$ cat config.mk
export PLATFORM = sky130hd
export DESIGN_NAME = write_scheduler_flat
export DESIGN_NICKNAME = d
export VERILOG_FILES = /design/src/rtl/write_scheduler_if.sv /design/src/rtl/write_scheduler.sv /design/src/flat_wrapper.sv
export SDC_FILE = /design/constraint.sdc
export NUM_CORES = 1
export LEC_CHECK = 0
export CORE_ASPECT_RATIO = 2
export CORE_MARGIN = 5
export CORE_UTILIZATION = 40
export CTS_BUF_LIST = sky130_fd_sc_hd__clkbuf_8 sky130_fd_sc_hd__clkbuf_16
export CTS_CLUSTER_DIAMETER = 80
export DETAILED_ROUTE_END_ITERATION = 10
export PLACE_DENSITY = 0.65
export REMOVE_ABC_BUFFERS = 1
export SLEW_MARGIN = 20
export SYNTH_ARGS = -nofsm -noshare
export SYNTH_HDL_FRONTEND = slang
export SYNTH_SLANG_ARGS = --single-unit
$ cat constraint.sdc
create_clock -name clk -period 3.7 [get_ports clk]
set_input_delay 0.74 -clock clk [delete_from_list [all_inputs] [get_ports clk]]
set_output_delay 0.74 -clock clk [all_outputs]
set_load 0.005 [all_outputs]
$ cat src/rtl/write_scheduler_if.sv
// AW/W/B scheduling bundle between two write masters, the shared slave path and the scheduler.
// Scheduler side is the slave modport; the driving environment uses the master modport.
interface write_scheduler_if #(
  parameter int LEN_BITS = 4
);
  logic                AWVALID_M1;
  logic                AWVALID_M2;
  logic [LEN_BITS-1:0] AWLEN_M1;
  logic [LEN_BITS-1:0] AWLEN_M2;
  logic                AWREADY_S;
  logic                WVALID_S;
  logic                WREADY_S;
  logic                WLAST_S;
  logic                BVALID_S;
  logic                BREADY_M;
  logic [1:0]          GRANT;
  logic [1:0]          W_SEL;
  logic [1:0]          B_SEL;
  logic                BUSY;
  logic                LAST_ERR;
  logic                TIMEOUT;

  modport slave (
    input  AWVALID_M1, AWVALID_M2, AWLEN_M1, AWLEN_M2, AWREADY_S,
    input  WVALID_S, WREADY_S, WLAST_S, BVALID_S, BREADY_M,
    output GRANT, W_SEL, B_SEL, BUSY, LAST_ERR, TIMEOUT
  );

  modport master (
    output AWVALID_M1, AWVALID_M2, AWLEN_M1, AWLEN_M2, AWREADY_S,
    output WVALID_S, WREADY_S, WLAST_S, BVALID_S, BREADY_M,
    input  GRANT, W_SEL, B_SEL, BUSY, LAST_ERR, TIMEOUT
  );
endinterface

$ cat src/rtl/write_scheduler.sv
// Round-robin two-master write scheduler, one transaction in flight; GRANT one cycle after request.
// Phases wait on slave/master handshakes indefinitely up to a stall timeout that aborts to IDLE.
module write_scheduler #(
  parameter int TIMEOUT_CYCLES = 255,
  parameter int LEN_BITS       = 4
) (
  input  logic             clk,
  input  logic             rst,
  write_scheduler_if.slave bus
);

  localparam int STALL_W = (TIMEOUT_CYCLES < 1) ? 1 : $clog2(TIMEOUT_CYCLES + 1);
  localparam logic [STALL_W-1:0] STALL_LIMIT = STALL_W'(TIMEOUT_CYCLES);
  localparam int CNT_W = LEN_BITS + 1;

  typedef enum logic [1:0] {
    IDLE = 2'd0,
    ADDR = 2'd1,
    DATA = 2'd2,
    RESP = 2'd3
  } state_t;

  state_t             state_q, state_d;
  logic               owner_q, owner_d;   // 0 = M1, 1 = M2
  logic               prio_q, prio_d;     // preferred master on a tie
  logic [CNT_W-1:0]   beats_q, beats_d;
  logic [STALL_W-1:0] stall_q, stall_d;
  logic               last_err_q, last_err_d;

  logic                owner_awvalid;
  logic [LEN_BITS-1:0] owner_awlen;
  logic                w_beat;
  logic                final_beat;
  logic                timed_out;
  logic [1:0]          owner_sel;

  always_comb begin
    owner_awvalid = owner_q ? bus.AWVALID_M2 : bus.AWVALID_M1;
    owner_awlen   = owner_q ? bus.AWLEN_M2   : bus.AWLEN_M1;
    owner_sel     = owner_q ? 2'b10 : 2'b01;
    w_beat        = bus.WVALID_S & bus.WREADY_S;
    final_beat    = (beats_q == CNT_W'(1));
    timed_out     = (state_q != IDLE) && (stall_q == STALL_LIMIT);
  end

  always_comb begin
    state_d    = state_q;
    owner_d    = owner_q;
    prio_d     = prio_q;
    beats_d    = beats_q;
    last_err_d = last_err_q;

    if (timed_out) begin
      state_d = IDLE;
      prio_d  = ~owner_q;
    end else begin
      unique case (state_q)
        IDLE: begin
          if (bus.AWVALID_M1 | bus.AWVALID_M2) begin
            state_d = ADDR;
            owner_d = (bus.AWVALID_M1 & bus.AWVALID_M2) ? prio_q : bus.AWVALID_M2;
          end
        end
        ADDR: begin
          if (owner_awvalid & bus.AWREADY_S) begin
            beats_d = {1'b0, owner_awlen} + CNT_W'(1);
            state_d = DATA;
          end
        end
        DATA: begin
          if (w_beat) begin
            beats_d = beats_q - CNT_W'(1);
            if (final_beat || bus.WLAST_S) begin
              state_d = RESP;
              // WLAST and the length-derived count must agree on the closing beat
              if (bus.WLAST_S != final_beat) begin
                last_err_d = 1'b1;
              end
            end
          end
        end
        RESP: begin
          if (bus.BVALID_S & bus.BREADY_M) begin
            state_d = IDLE;
            prio_d  = ~owner_q;
          end
        end
        default: state_d = IDLE;
      endcase
    end

    if ((state_d != state_q) || w_beat || (state_q == IDLE)) begin
      stall_d = '0;
    end else if (stall_q != STALL_LIMIT) begin
      stall_d = stall_q + STALL_W'(1);
    end else begin
      stall_d = stall_q;
    end
  end

  always_ff @(posedge clk) begin
    if (rst) begin
      state_q    <= IDLE;
      owner_q    <= 1'b0;
      prio_q     <= 1'b0;
      beats_q    <= '0;
      stall_q    <= '0;
      last_err_q <= 1'b0;
    end else begin
      state_q    <= state_d;
      owner_q    <= owner_d;
      prio_q     <= prio_d;
      beats_q    <= beats_d;
      stall_q    <= stall_d;
      last_err_q <= last_err_d;
    end
  end

  // Selects decode straight from flopped state, so only one of them can be live at a time
  assign bus.GRANT    = (state_q == ADDR) ? owner_sel : 2'b00;
  assign bus.W_SEL    = (state_q == DATA) ? owner_sel : 2'b00;
  assign bus.B_SEL    = (state_q == RESP) ? owner_sel : 2'b00;
  assign bus.BUSY     = (state_q != IDLE);
  assign bus.LAST_ERR = last_err_q;
  assign bus.TIMEOUT  = timed_out;

endmodule

$ cat src/flat_wrapper.sv
// flat-port wrapper written by rule: the top's interface ports become plain ports
module write_scheduler_flat 
#(
  parameter int TIMEOUT_CYCLES = 255,
  parameter int LEN_BITS       = 4
)
  (clk, rst, bus_AWVALID_M1, bus_AWVALID_M2, bus_AWLEN_M1, bus_AWLEN_M2, bus_AWREADY_S, bus_WVALID_S, bus_WREADY_S, bus_WLAST_S, bus_BVALID_S, bus_BREADY_M, bus_GRANT, bus_W_SEL, bus_B_SEL, bus_BUSY, bus_LAST_ERR, bus_TIMEOUT);
  write_scheduler_if #(.LEN_BITS(LEN_BITS)) bus_i ();
  input  logic clk;
  input  logic rst;
  input wire logic [$bits(bus_i.AWVALID_M1)-1:0] bus_AWVALID_M1;
  input wire logic [$bits(bus_i.AWVALID_M2)-1:0] bus_AWVALID_M2;
  input wire logic [$bits(bus_i.AWLEN_M1)-1:0] bus_AWLEN_M1;
  input wire logic [$bits(bus_i.AWLEN_M2)-1:0] bus_AWLEN_M2;
  input wire logic [$bits(bus_i.AWREADY_S)-1:0] bus_AWREADY_S;
  input wire logic [$bits(bus_i.WVALID_S)-1:0] bus_WVALID_S;
  input wire logic [$bits(bus_i.WREADY_S)-1:0] bus_WREADY_S;
  input wire logic [$bits(bus_i.WLAST_S)-1:0] bus_WLAST_S;
  input wire logic [$bits(bus_i.BVALID_S)-1:0] bus_BVALID_S;
  input wire logic [$bits(bus_i.BREADY_M)-1:0] bus_BREADY_M;
  output wire logic [$bits(bus_i.GRANT)-1:0] bus_GRANT;
  output wire logic [$bits(bus_i.W_SEL)-1:0] bus_W_SEL;
  output wire logic [$bits(bus_i.B_SEL)-1:0] bus_B_SEL;
  output wire logic [$bits(bus_i.BUSY)-1:0] bus_BUSY;
  output wire logic [$bits(bus_i.LAST_ERR)-1:0] bus_LAST_ERR;
  output wire logic [$bits(bus_i.TIMEOUT)-1:0] bus_TIMEOUT;
  assign bus_i.AWVALID_M1 = bus_AWVALID_M1;
  assign bus_i.AWVALID_M2 = bus_AWVALID_M2;
  assign bus_i.AWLEN_M1 = bus_AWLEN_M1;
  assign bus_i.AWLEN_M2 = bus_AWLEN_M2;
  assign bus_i.AWREADY_S = bus_AWREADY_S;
  assign bus_i.WVALID_S = bus_WVALID_S;
  assign bus_i.WREADY_S = bus_WREADY_S;
  assign bus_i.WLAST_S = bus_WLAST_S;
  assign bus_i.BVALID_S = bus_BVALID_S;
  assign bus_i.BREADY_M = bus_BREADY_M;
  assign bus_GRANT = bus_i.GRANT;
  assign bus_W_SEL = bus_i.W_SEL;
  assign bus_B_SEL = bus_i.B_SEL;
  assign bus_BUSY = bus_i.BUSY;
  assign bus_LAST_ERR = bus_i.LAST_ERR;
  assign bus_TIMEOUT = bus_i.TIMEOUT;
  write_scheduler #(.TIMEOUT_CYCLES(TIMEOUT_CYCLES), .LEN_BITS(LEN_BITS)) u_core (.clk(clk), .rst(rst), .bus(bus_i));
endmodule
# Word level (Yosys, flattened, before mapping)
# Index checks and enable logic that the tools add are counted.
[totals] wordCells=60 n_memories=0 regBits=18 input_bits=18 ram_bits=0 out_inout_bits=9 romBits=0 latchBits=0
[classes] mul=0 addsub=3 eq_ne=10 magnitude_cmp=0 bitwise=7 shift=0 muxes=20 reduce_logical=14 div_mod_pow=0
[ops] cell="two-way mux 2 bit" n=10
[ops] cell="two-way mux 5 bit" n=2
[ops] cell="one-hot mux 5 bit (2 select lines)" n=1
[ops] cell="adder 8 x 1 -> 8 bit (second input constant)" n=1
[ops] cell="== test 8 bit (second input constant)" n=1
[ops] cell="!= test 8 bit (second input constant)" n=1
[ops] cell="one-hot mux 2 bit (4 select lines)" n=1
[ops] cell="nonzero test 2 bit" n=4
[ops] cell="adder 4 x 1 -> 5 bit (second input constant)" n=1
[ops] cell="== test 5 x 1 -> 1 bit (second input constant)" n=1
[ops] cell="two-way mux 1 bit" n=5
[ops] cell="AND reduction 5 bit" n=1
[ops] cell="subtractor 5 x 1 -> 5 bit (second input constant)" n=1
[ops] cell="bitwise AND 1 bit" n=4
[ops] cell="== test 2 bit (second input constant)" n=2
[ops] cell="two-way mux 4 bit" n=1
[ops] cell="!= test 2 x 1 -> 1 bit (second input constant)" n=2
[ops] cell="AND reduction 4 bit" n=1
[ops] cell="logical OR 1 bit" n=3
[ops] cell="AND reduction 3 bit" n=1
[ops] cell="== test 2 x 1 -> 1 bit (second input constant)" n=1
[ops] cell="zero test 2 bit" n=1
[ops] cell="!= test 2 bit" n=1
[ops] cell="inverter 1 bit" n=2
[ops] cell="other kinds (5)" n=5

# Logic depth before layout (Yosys ltp)
# Gate-level depths: netlist (run 1).
[depth] depth_word=10 depth_mapped=7

# Worst setup path after synthesis (run 1)
# No wires, ideal clock.
[synth_path] path_kind="register -> output" start="reg u_core.state_q[1]" end="out bus_W_SEL[0]" slack_ns=1.629 stages_incl_launch_ff=5 n_path_buf=2 arrival_time_ns=1.331 cell_sequence="dfxtp_1 -> ha_1 -> clkbuf_1 -> clkbuf_1 -> nor2b_1"
[synth_via] elab_chain_len=2
[synth_lines] item="start, declared" line_no="write_scheduler.sv:23" rtl="state_t state_q, state_d;"
[synth_lines] item="start signal, assigned" line_no="write_scheduler.sv:110" rtl="state_q <= state_d;"
[synth_lines] item="== test 2 bit" line_no="write_scheduler.sv:121" rtl="assign bus.W_SEL = (state_q == DATA) ? owner_sel : 2'b00;"
[synth_lines] item="two-way mux 2 bit" line_no="write_scheduler.sv:121"
[synth_lines] item="end, declared" line_no="flat_wrapper.sv:22" rtl="output wire logic [$bits(bus_i.W_SEL)-1:0] bus_W_SEL;"
# No other way between the ends.

# Final worst setup path (run 1)
[layout_path] start="reg u_core.state_q[0]" end="out bus_TIMEOUT"
[layout_via] elab_chain_len=2
[layout_lines] item="nonzero test 2 bit" line_no="write_scheduler.sv:43" rtl="timed_out = (state_q != IDLE) && (stall_q == STALL_LIMIT);"
[layout_lines] item="logical AND 1 bit" line_no="write_scheduler.sv:43"
[layout_lines] item="end, declared" line_no="flat_wrapper.sv:26" rtl="output wire logic [$bits(bus_i.TIMEOUT)-1:0] bus_TIMEOUT;"
# No other way between the ends.

==> results of run 1 <==
## sequential cells by signal, indices dropped and copies added, names as in the netlist
name                 flops
u_core.beats_q           5
u_core.bus.LAST_ERR      1
u_core.owner_q           1
u_core.prio_q            1
u_core.stall_q           8
u_core.state_q           2
## final timing paths
kind,endpoint,start,depth (start not counted)
min reg2reg,u_core.prio_q,u_core.prio_q,1
max reg2reg,u_core.beats_q[4],u_core.state_q[0],7
max,bus_TIMEOUT,u_core.state_q[0],4
min,u_core.prio_q,u_core.prio_q,1
## power groups by stage
stage,registers (mW),logic [mW],clock network [mW]
floorplan,0.244,0.216,0
global placement,0.250,0.318,0
detailed placement,0.251,0.323,0
CTS,0.247,0.324,0.163
global route,0.252,0.357,0.171
finish,0.248,0.322,0.160
## kinds of logic (layout without fill, tap and decap cells)
group                      count (synthesis)  after routing  synth area share
xor gates and xnor gates                   2              2           0.01282
muxes                                     12             12           0.09432
DFF                                       18             18            0.2637
adders and majority gates                  9              9           0.08242
buffers and inverters                     15             41           0.04670
AOI/OAI and AO/OA                         40             40            0.2262
and+or+nand+nor                           61             61            0.2738
## metrics by stage
| stage | area (sq um) | utilization |
|---|---|---|
| after global routing | 1703 | 0.5097 |
| final | 1703 | 0.5097 |
| after detailed placement | 1648 | 0.4933 |
| after floorplan | 1340 | - |
| after global placement | 1648 | 0.4933 |
| after CTS | 1703 | 0.5097 |
## cell usage in the layout (no fill, tap or decap), drive strengths merged, types with 4 or more instances in the layout
master | netlist | layout
nand4 | 4 | 4
mux2 | 4 | 4
nand3 | 7 | 7
inv | 10 | 10
dfxtp | 18 | 18
and2 | 5 | 5
nand2 | 8 | 8
o21ai | 10 | 10
mux2i | 8 | 8
nor2 | 5 | 5
nor4 | 8 | 8
clkdlybuf4s50 | 0 | 26
o311ai | 4 | 4
clkbuf | 4 | 4
nor2b | 8 | 8
ha | 9 | 9
## layout make-up
type / instances / area [sq um] / area share
clock buffer: 4 / 55.05 / 0.03233
sequential: 18 / 360.3 / 0.2116
multi-input combinational: 124 / 942.2 / 0.5533
inverter: 10 / 37.54 / 0.02204
tap: 32 / 40.04 / 0.02351
timing repair buffer: 27 / 267.8 / 0.1572
## metal layers
layer | global-route usage | up-vias | part of all wire
li1 | - | 657 | -
met1 | 0.1429 | 604 | 0.36
met2 | 0.3200 | 20 | 0.61
met3 | 0.01288 | 4 | 0.026
met4 | 0.03939 | 0 | 0.0091
met5 | 0 | - | 0
==> reports/results.ini, run 1 <==
[run_status]
status = finished, final reports clean

[route]
vias = 1285
wl_per_cell_um = 15.87
dr.pass1.iters = 4
drtIter0Drc = 29
routed_wl_um = 3413
ant_nets = 0
remaining_drc_errors = 0
viasPerCell = 5.977

[power]
total_power_mw = 0.7295
irDropWorstVdd_mv = 0.2750
clkPwrFrac = 0.219
p_seq_frac = 0.339
switching_power_mw = 0.2711
power_frac_comb = 0.442
p_per_area_nw_per_um2 = 428.4
p_sw_frac = 0.3716
intPower_mw = 0.4585
cellLeakagePower_nw = 0.6220

[setup_path]
start_kind = flop
crit_fanout = 14
crit_arrival_ps = 2140
critical_path_class = flop to output pin
crit_family = buffers and inverters
path_buf_inv = 2
cp_data_required_time_ps = 2960
end_kind = output pin
path_cells = inv_1 > ha_1 > nor3_1 > clkdlybuf4s50_1
regToRegSetupSlack_ps = 1570
cpPeakStageDelay_ps = 580
cp_slowest_cell = clkdlybuf4s50_1

[die]
core_region_area_sq_um = 3341
die_w_um = 51.33
io_pins = 27
die-area_sq_um = 4755
die_height_um = 92.65
start_util = 0.4090
rows = 30

[sta]
final-max-slew-violation-count = 0
rsz0062_at_grt = false
fmaxAchievable_mhz = 346.7
tightest_slew_ps = 758.4
min_period_over_period = 0.7795
timing.final.hold_violations = 0
maxSlewHeadroom = 0.4902
setup_viol_count_final = 0
period_needed_ps = 2884
layout_setup_ws_ps = 815.8
hold_slack_ps = 492.9
finalClockSkew_ps = 0.8696
setup_tns_ps = 0

[finish]
fin_nets = 211
drive_above_1_share = 0.09290
n_fill_cell = 333
diodes = 0
finalNonFillerCells = 215
areaGrowthSynthToFinish_pct = 24.63

[synth]
yosysWarnings = 0
ys.flop_type = dfxtp_1
syn_inst = 157
yosysMostFrequentCell = dfxtp_1
ys_ff_latch = 18
synth_commonest_cells = dfxtp_1, inv_1, o21ai_0
synth_cell_types = 52
synth_top_area_frac = 0.2637
synth.cell_area_sq_um = 1366
synth_edf_count = 0
ys_seq_area_frac = 0.2637
synth_top_cells_by_area = dfxtp_1, ha_1, mux2i_1, nor2b_1, o21ai_0
synthArstFlopShare = 0
avgSynthCellArea_sq_um = 8.703
yosysTopAreaCell = dfxtp_1

[clock_network]
clkLatencyLatePin_ps = 250
cts-resized-gates = 0
htreeDepth = 1
cts_sinks = 18
root_buffer = clkbuf_8
cts_setup_buffers = 0
cts_tree = done
clk_path_buf_depth = 2
clkTransAtPathRegs_ps = 70
cts_buffers = 3
cts_hold_buffers = 0

[min_path]
hold_path.class = flop to flop

[global_route]
overflow = 0
grt_max_degree = 21
grt_use_total = 0.1510
grt_first_pass_wirelength_um = 5609
grt_pass1_vias = 1267
antenna_found_initial = 0

[placed_design]
hpwl_um = 2781
placed_cells = 211
port_buffers = 26
pre_cts_slack_ps = 1096
place_congestion = 0.7753

[run]
maxCapViolations = 0

No activity file was read; power rests on OpenSTA's default activity.
==> run 2, diff against run 1 <==
Settings changed: PLACE_DENSITY 0.65 to 0.68.
Clock period 3.7 ns to 2.5 ns, I/O delays scaled along.
==> run 2 against run 1 <==
  * Critical path depth unchanged
  * Final area up 2.3%
  * Total power up 47%
  * Sequential share of layout area down 0.47 points
  * Clock power up 25%
  * Global-route usage up 1.4 points
  * Sequential power up 48%
  * Cell count up 2.8%
  * Hold slack better by 17 ps
  * Wire length up 4.4%
  * Non-clock buffer count up 7
==> reports/results.ini, run 2 (synthesized netlist as in run 1, its figures left out) <==
[run_status]
status = finished, final reports clean  ; unchanged

[sta]
setup_tns_ps = 0  ; unchanged
finalClockSkew_ps = 2.155  ; was 0.8696 ps
fmaxAchievable_mhz = 429.2
final-max-slew-violation-count = 0  ; unchanged
layout_setup_ws_ps = 169.9  ; was 815.8 ps
tightest_slew_ps = 635.1  ; was 758.4 ps
timing.final.hold_violations = 0  ; unchanged
period_needed_ps = 2330
min_period_over_period = 0.9320
setup_viol_count_final = 0  ; unchanged
maxSlewHeadroom = 0.5759  ; was 0.4902
hold_slack_ps = 510.2  ; was 492.9 ps
rsz0062_at_grt = false  ; unchanged

[finish]
final_util = 0.5213  ; was 0.5097
finalNonFillerCells = 221  ; was 215
reg_top3 = u_core.stall_q: 8 flops, u_core.beats_q: 5 flops, u_core.state_q: 2 flops  ; unchanged
areaGrowthSynthToFinish_pct = 27.47  ; was 24.63%
drive_above_1_share = 0.1217  ; was 0.09290
largest_register_ffs = 8  ; unchanged
fin_nets = 218  ; was 211
layout_commonest_cell = clkdlybuf4s50_1  ; unchanged
final_cell_mix = clkdlybuf4s50_1, dfxtp_1, inv_1, o21ai_0, ha_1  ; unchanged
regMostFlops = u_core.stall_q  ; unchanged
diodes = 0  ; unchanged
post-route-cell-area_sq_um = 1742  ; was 1703 sq um

[setup_path]
critical_path_class = flop to output pin  ; unchanged
cpPeakStageDelay_ps = 550  ; was 580 ps
end_kind = output pin  ; unchanged
path_buf_inv = 2  ; unchanged
start_kind = flop  ; unchanged
cp_slowest_cell = clkdlybuf4s50_1  ; unchanged
crit_fanout = 7  ; was 14
crit_family = buffers and inverters  ; unchanged
cp_data_required_time_ps = 2000  ; was 2960 ps
path_cells = inv_1 > ha_1 > nor3_1 > clkdlybuf4s50_1  ; unchanged
crit_arrival_ps = 1830  ; was 2140 ps

[global_route]
grt_pass1_vias = 1408  ; was 1267
overflow = 0  ; unchanged
grt_use_total = 0.1654  ; was 0.1510
grt_max_degree = 19  ; was 21
grt_first_pass_wirelength_um = 6175  ; was 5609 um
antenna_found_initial = 0  ; unchanged

[placed_design]
placed_cells = 218  ; was 211
place_congestion = 0.8435  ; was 0.7753
hpwl_um = 2958  ; was 2781 um
pre_cts_slack_ps = 253.6  ; was 1096 ps
placed_cell_area_sq_um = 1700  ; was 1648 sq um
port_buffers = 26  ; unchanged

[clock_network]
htreeDepth = 1  ; unchanged
cts_sinks = 18  ; unchanged
clkLatencyLatePin_ps = 250  ; about the same
clkTransAtPathRegs_ps = 70  ; about the same
cts_buffers = 3  ; unchanged
cts_setup_buffers = 0  ; unchanged
cts_hold_buffers = 0  ; unchanged
cts-resized-gates = 0  ; unchanged
cts_tree = done  ; unchanged
root_buffer = clkbuf_8  ; unchanged
clk_path_buf_depth = 2  ; unchanged

[route]
drtIter0Drc = 39  ; was 29
wl_per_cell_um = 16.13  ; was 15.87 um
viasPerCell = 6.014  ; was 5.977
routed_wl_um = 3564  ; was 3413 um
vias = 1329  ; was 1285
dr.pass1.iters = 4  ; unchanged
remaining_drc_errors = 0  ; unchanged
ant_nets = 0  ; unchanged

[die]
die-area_sq_um = 4755  ; unchanged
core_region_area_sq_um = 3341  ; unchanged
start_util = 0.4090  ; unchanged
die_height_um = 92.65  ; unchanged
die_w_um = 51.33  ; unchanged
io_pins = 27  ; unchanged
rows = 30  ; unchanged

[power]
irDropWorstVdd_mv = 0.4022  ; was 0.2750 mV
total_power_mw = 1.071  ; was 0.7295 mW
p_per_area_nw_per_um2 = 615.1  ; was 428.4 nW/um^2
cellLeakagePower_nw = 0.6492  ; was 0.6220 nW

[run]
maxCapViolations = 0  ; unchanged

[min_path]
hold_path.class = flop to flop  ; unchanged

run 2: changes by cell type in the layout (fill, tap and decap cells not counted):
cell / delta
buf_4: +7
clkbuf_8: -1
run 2: metal layers:
metal | GRT usage | share of wire | vias to the layer above
met1 | 0.1642 | 0.34 | 626
li1 | - | - | 663
met4 | 0.07002 | 0.025 | 0
met2 | 0.3254 | 0.60 | 30
met3 | 0.01932 | 0.038 | 10
met5 | 0 | 0 | -
run 2: report_power, final:
part	leakage, nW	switching (mW)	internal (mW)
clock network	0.0216	0.0930	0.107
logic	0.481	0.268	0.237
registers	0.146	0.0441	0.323
run 2: cell type report:
type                    count  area [sq um]
fillers                   336          1599
clock buffers               3         41.29
flip-flops and latches     18         360.3
well taps                  32         40.04
inverters                  10         37.54
repair buffers             34         320.3
multi-input cells         124         942.2
run 2: worst reg2reg max path: stages (launching register included):
cell and delay [ps]:
dfxtp_1 430, inv_1 100, ha_1 310, buf_4 200, a21bo_2 190, o311ai_2 210, or3_1 400, o21ai_0 190
run 2: final timing paths:
check,from,to,slack [ps],cells past startpoint
setup / recovery,u_core.state_q[1],bus_TIMEOUT,170,4
hold / removal,u_core.beats_q[1],u_core.beats_q[1],510,2
setup reg to reg,u_core.state_q[0],u_core.beats_q[2],400,7
hold reg to reg,u_core.beats_q[1],u_core.beats_q[1],510,2
==> run 3, diff against run 2 <==
Settings changed: CELL_PAD_IN_SITES_DETAIL_PLACEMENT set to 1, CELL_PAD_IN_SITES_GLOBAL_PLACEMENT set to 2, CORE_UTILIZATION 40 to 27, PLACE_DENSITY 0.68 to 0.75.
==> run 3 against run 2 <==
  * Die area rose by 40%
  * Cell count rose by 12%
  * Register-to-register slack got worse by 90 ps
  * First-iteration DRC count rose by 36%
  * Critical path type unchanged
  * Setup slack got worse by 37 ps
  * Fmax fell by 1.5%
  * Sequential power rose by 2%
  * Sequential share of layout area fell by 0.39 points
  * Hold slack got worse by 0.72 ps
  * Sequential cell count did not move
==> reports/results.ini, run 3 (synthesized netlist as in run 1, its figures left out) <==
[run_status]
status = finished, final reports clean  ; unchanged

[sta]
setup_tns_ps = 0  ; unchanged
min_period_over_period = 0.9467  ; was 0.9320
maxSlewHeadroom = 0.5318  ; was 0.5759
fmaxAchievable_mhz = 422.5  ; was 429.2 MHz
setup_viol_count_final = 0  ; unchanged
rsz0062_at_grt = false  ; unchanged
finalClockSkew_ps = 1.160  ; was 2.155 ps
layout_setup_ws_ps = 133.3  ; was 169.9 ps
final-max-slew-violation-count = 0  ; unchanged
timing.final.hold_violations = 0  ; unchanged
period_needed_ps = 2367  ; was 2330 ps
tightest_slew_ps = 701.1  ; was 635.1 ps

[setup_path]
cpPeakStageDelay_ps = 570  ; was 550 ps
worstSetupPathDepth = 4  ; unchanged
cp_slowest_cell = clkdlybuf4s50_1  ; unchanged
critPathLaunch = u_core.state_q[0]  ; was u_core.state_q[1]
cp_data_required_time_ps = 2000  ; about the same
crit_family = buffers and inverters  ; unchanged
path_cells = inv_1 > ha_1 > nor3_1 > clkdlybuf4s50_1  ; unchanged
end_kind = output pin  ; unchanged
crit_arrival_ps = 1870  ; was 1830 ps
start_kind = flop  ; unchanged
reg2regPathDepth = 6  ; was 7
cp-endpoint = bus_TIMEOUT  ; unchanged
critical_path_class = flop to output pin  ; unchanged
regToRegSetupSlack_ps = 310  ; was 400 ps
crit-reg2reg-capture = u_core.beats_q[4]  ; was u_core.beats_q[2]
path_buf_inv = 2  ; unchanged
r2r-start = u_core.state_q[0]  ; unchanged
crit_fanout = 5  ; was 7

[clock_network]
cts_buffers = 3  ; unchanged
root_buffer = clkbuf_8  ; unchanged
cts-resized-gates = 0  ; unchanged
cts_tree = done  ; unchanged
clk_path_buf_depth = 2  ; unchanged
cts_hold_buffers = 0  ; unchanged
clkLatencyLatePin_ps = 250  ; about the same
clkTransAtPathRegs_ps = 70  ; about the same
cts_sinks = 18  ; unchanged
cts_setup_buffers = 0  ; unchanged
htreeDepth = 1  ; unchanged

[power]
p_seq_frac = 0.340  ; was 0.342
power_frac_comb = 0.475  ; was 0.471
p_per_area_nw_per_um2 = 617.4  ; was 615.1 nW/um^2
intPower_mw = 0.6662  ; was 0.6664 mW
switching_power_mw = 0.4338  ; was 0.4048 mW
total_power_mw = 1.100  ; was 1.071 mW
clkPwrFrac = 0.185  ; was 0.187
irDropWorstVdd_mv = 0.3687  ; was 0.4022 mV
p_sw_frac = 0.3944  ; was 0.3779
cellLeakagePower_nw = 0.6538  ; was 0.6492 nW

[finish]
seqCellArea_sq_um = 361.6  ; was 360.3 sq um
drive_above_1_share = 0.1316  ; was 0.1217
n_fill_cell = 574  ; was 336
reg_top3 = u_core.stall_q: 8 flops, u_core.beats_q: 5 flops, u_core.state_q: 2 flops  ; unchanged
multiInputGateArea_sq_um = 942.2  ; unchanged
regMostFlops = u_core.stall_q  ; unchanged
diodes = 0  ; unchanged
final_cell_mix = clkdlybuf4s50_1, dfxtp_1, inv_1, o21ai_0  ; was clkdlybuf4s50_1, dfxtp_1, inv_1, o21ai_0, ha_1
fin_nets = 219  ; was 218
areaGrowthSynthToFinish_pct = 30.40  ; was 27.47%
largest_register_ffs = 8  ; unchanged
layout_commonest_cell = clkdlybuf4s50_1  ; unchanged

[die]
start_util = 0.2783  ; was 0.4090
rows = 36  ; was 30
core_region_area_sq_um = 4910  ; was 3341 sq um
die_height_um = 110.6  ; was 92.65 um
die_w_um = 60.30  ; was 51.33 um
die-area_sq_um = 6669  ; was 4755 sq um
io_pins = 27  ; unchanged

[placed_design]
pre_cts_slack_ps = 170.8  ; was 253.6 ps
place_congestion = 0.8322  ; was 0.8435
port_buffers = 26  ; unchanged
hpwl_um = 3695  ; was 2958 um

[route]
routed_wl_um = 4425  ; was 3564 um
ant_nets = 0  ; unchanged
drtIter0Drc = 53  ; was 39
remaining_drc_errors = 0  ; unchanged
dr.pass1.iters = 4  ; unchanged
viasPerCell = 5.652  ; was 6.014
vias = 1396  ; was 1329
wl_per_cell_um = 17.91  ; was 16.13 um

[global_route]
grt_use_total = 0.1442  ; was 0.1654
grt_pass1_vias = 1625  ; was 1408
grt_first_pass_wirelength_um = 7541  ; was 6175 um
overflow = 0  ; unchanged
grt_max_degree = 19  ; unchanged
antenna_found_initial = 0  ; unchanged

[run]
maxCapViolations = 0  ; unchanged

[min_path]
hold_path.class = flop to flop  ; unchanged

## run 3: cell types whose count changed in the layout (fill, tap and decap cells not counted)
cell	delta
buf_4	+1
dfxtp_1	-1
dfxtp_2	+1
## run 3: area by class of cell
class,count,area share
Multi-Input combinational cell,124,0.5288
Sequential cell,18,0.2029
Timing Repair Buffer,35,0.1840
Tap cell,57,0.04003
Clock buffer,3,0.02317
Inverter,10,0.02107
## run 3: stage by stage
stage / utilization / std cells / hold WS [ps] / cell area (sq um)
after global placement: 0.3542 / 244 / 476.3 / 1739
after floorplan: - / 152 / 456.5 / 1340
after global routing: 0.3629 / 247 / 533.4 / 1782
after CTS: 0.3626 / 247 / 516.7 / 1780
after detailed placement: 0.3542 / 244 / 502.1 / 1739
final: 0.3629 / 247 / 509.5 / 1782
## run 3: worst min path at each step
stage	start	to	slack [ps]	cells past startpoint
2_1_floorplan	u_core.beats_q[1]	u_core.beats_q[1]	460	2
3_3_place_gp	u_core.beats_q[1]	u_core.beats_q[1]	480	2
3_5_place_dp	u_core.prio_q	u_core.prio_q	500	1
4_1_cts	u_core.beats_q[1]	u_core.beats_q[1]	520	2
5_1_grt	u_core.prio_q	u_core.prio_q	530	1
6_report	u_core.prio_q	u_core.prio_q	510	1
## run 3: power by group through the flow
stage	Combinational (mW)	Sequential, mW	Clock [mW]
floorplan	0.320	0.361	0
global placement	0.498	0.373	0
detailed placement	0.525	0.377	0
CTS	0.528	0.371	0.209
global route	0.574	0.378	0.223
finish	0.523	0.374	0.203
## run 3: per-layer routing
metal	share of wire	vias up	GRT usage	wire, um
met1	0.32	680	0.1296	1422
met5	0	-	0	0
met2	0.61	33	0.2796	2685
li1	-	667	-	-
met4	0.045	0	0.08136	201
met3	0.026	16	0.01752	115
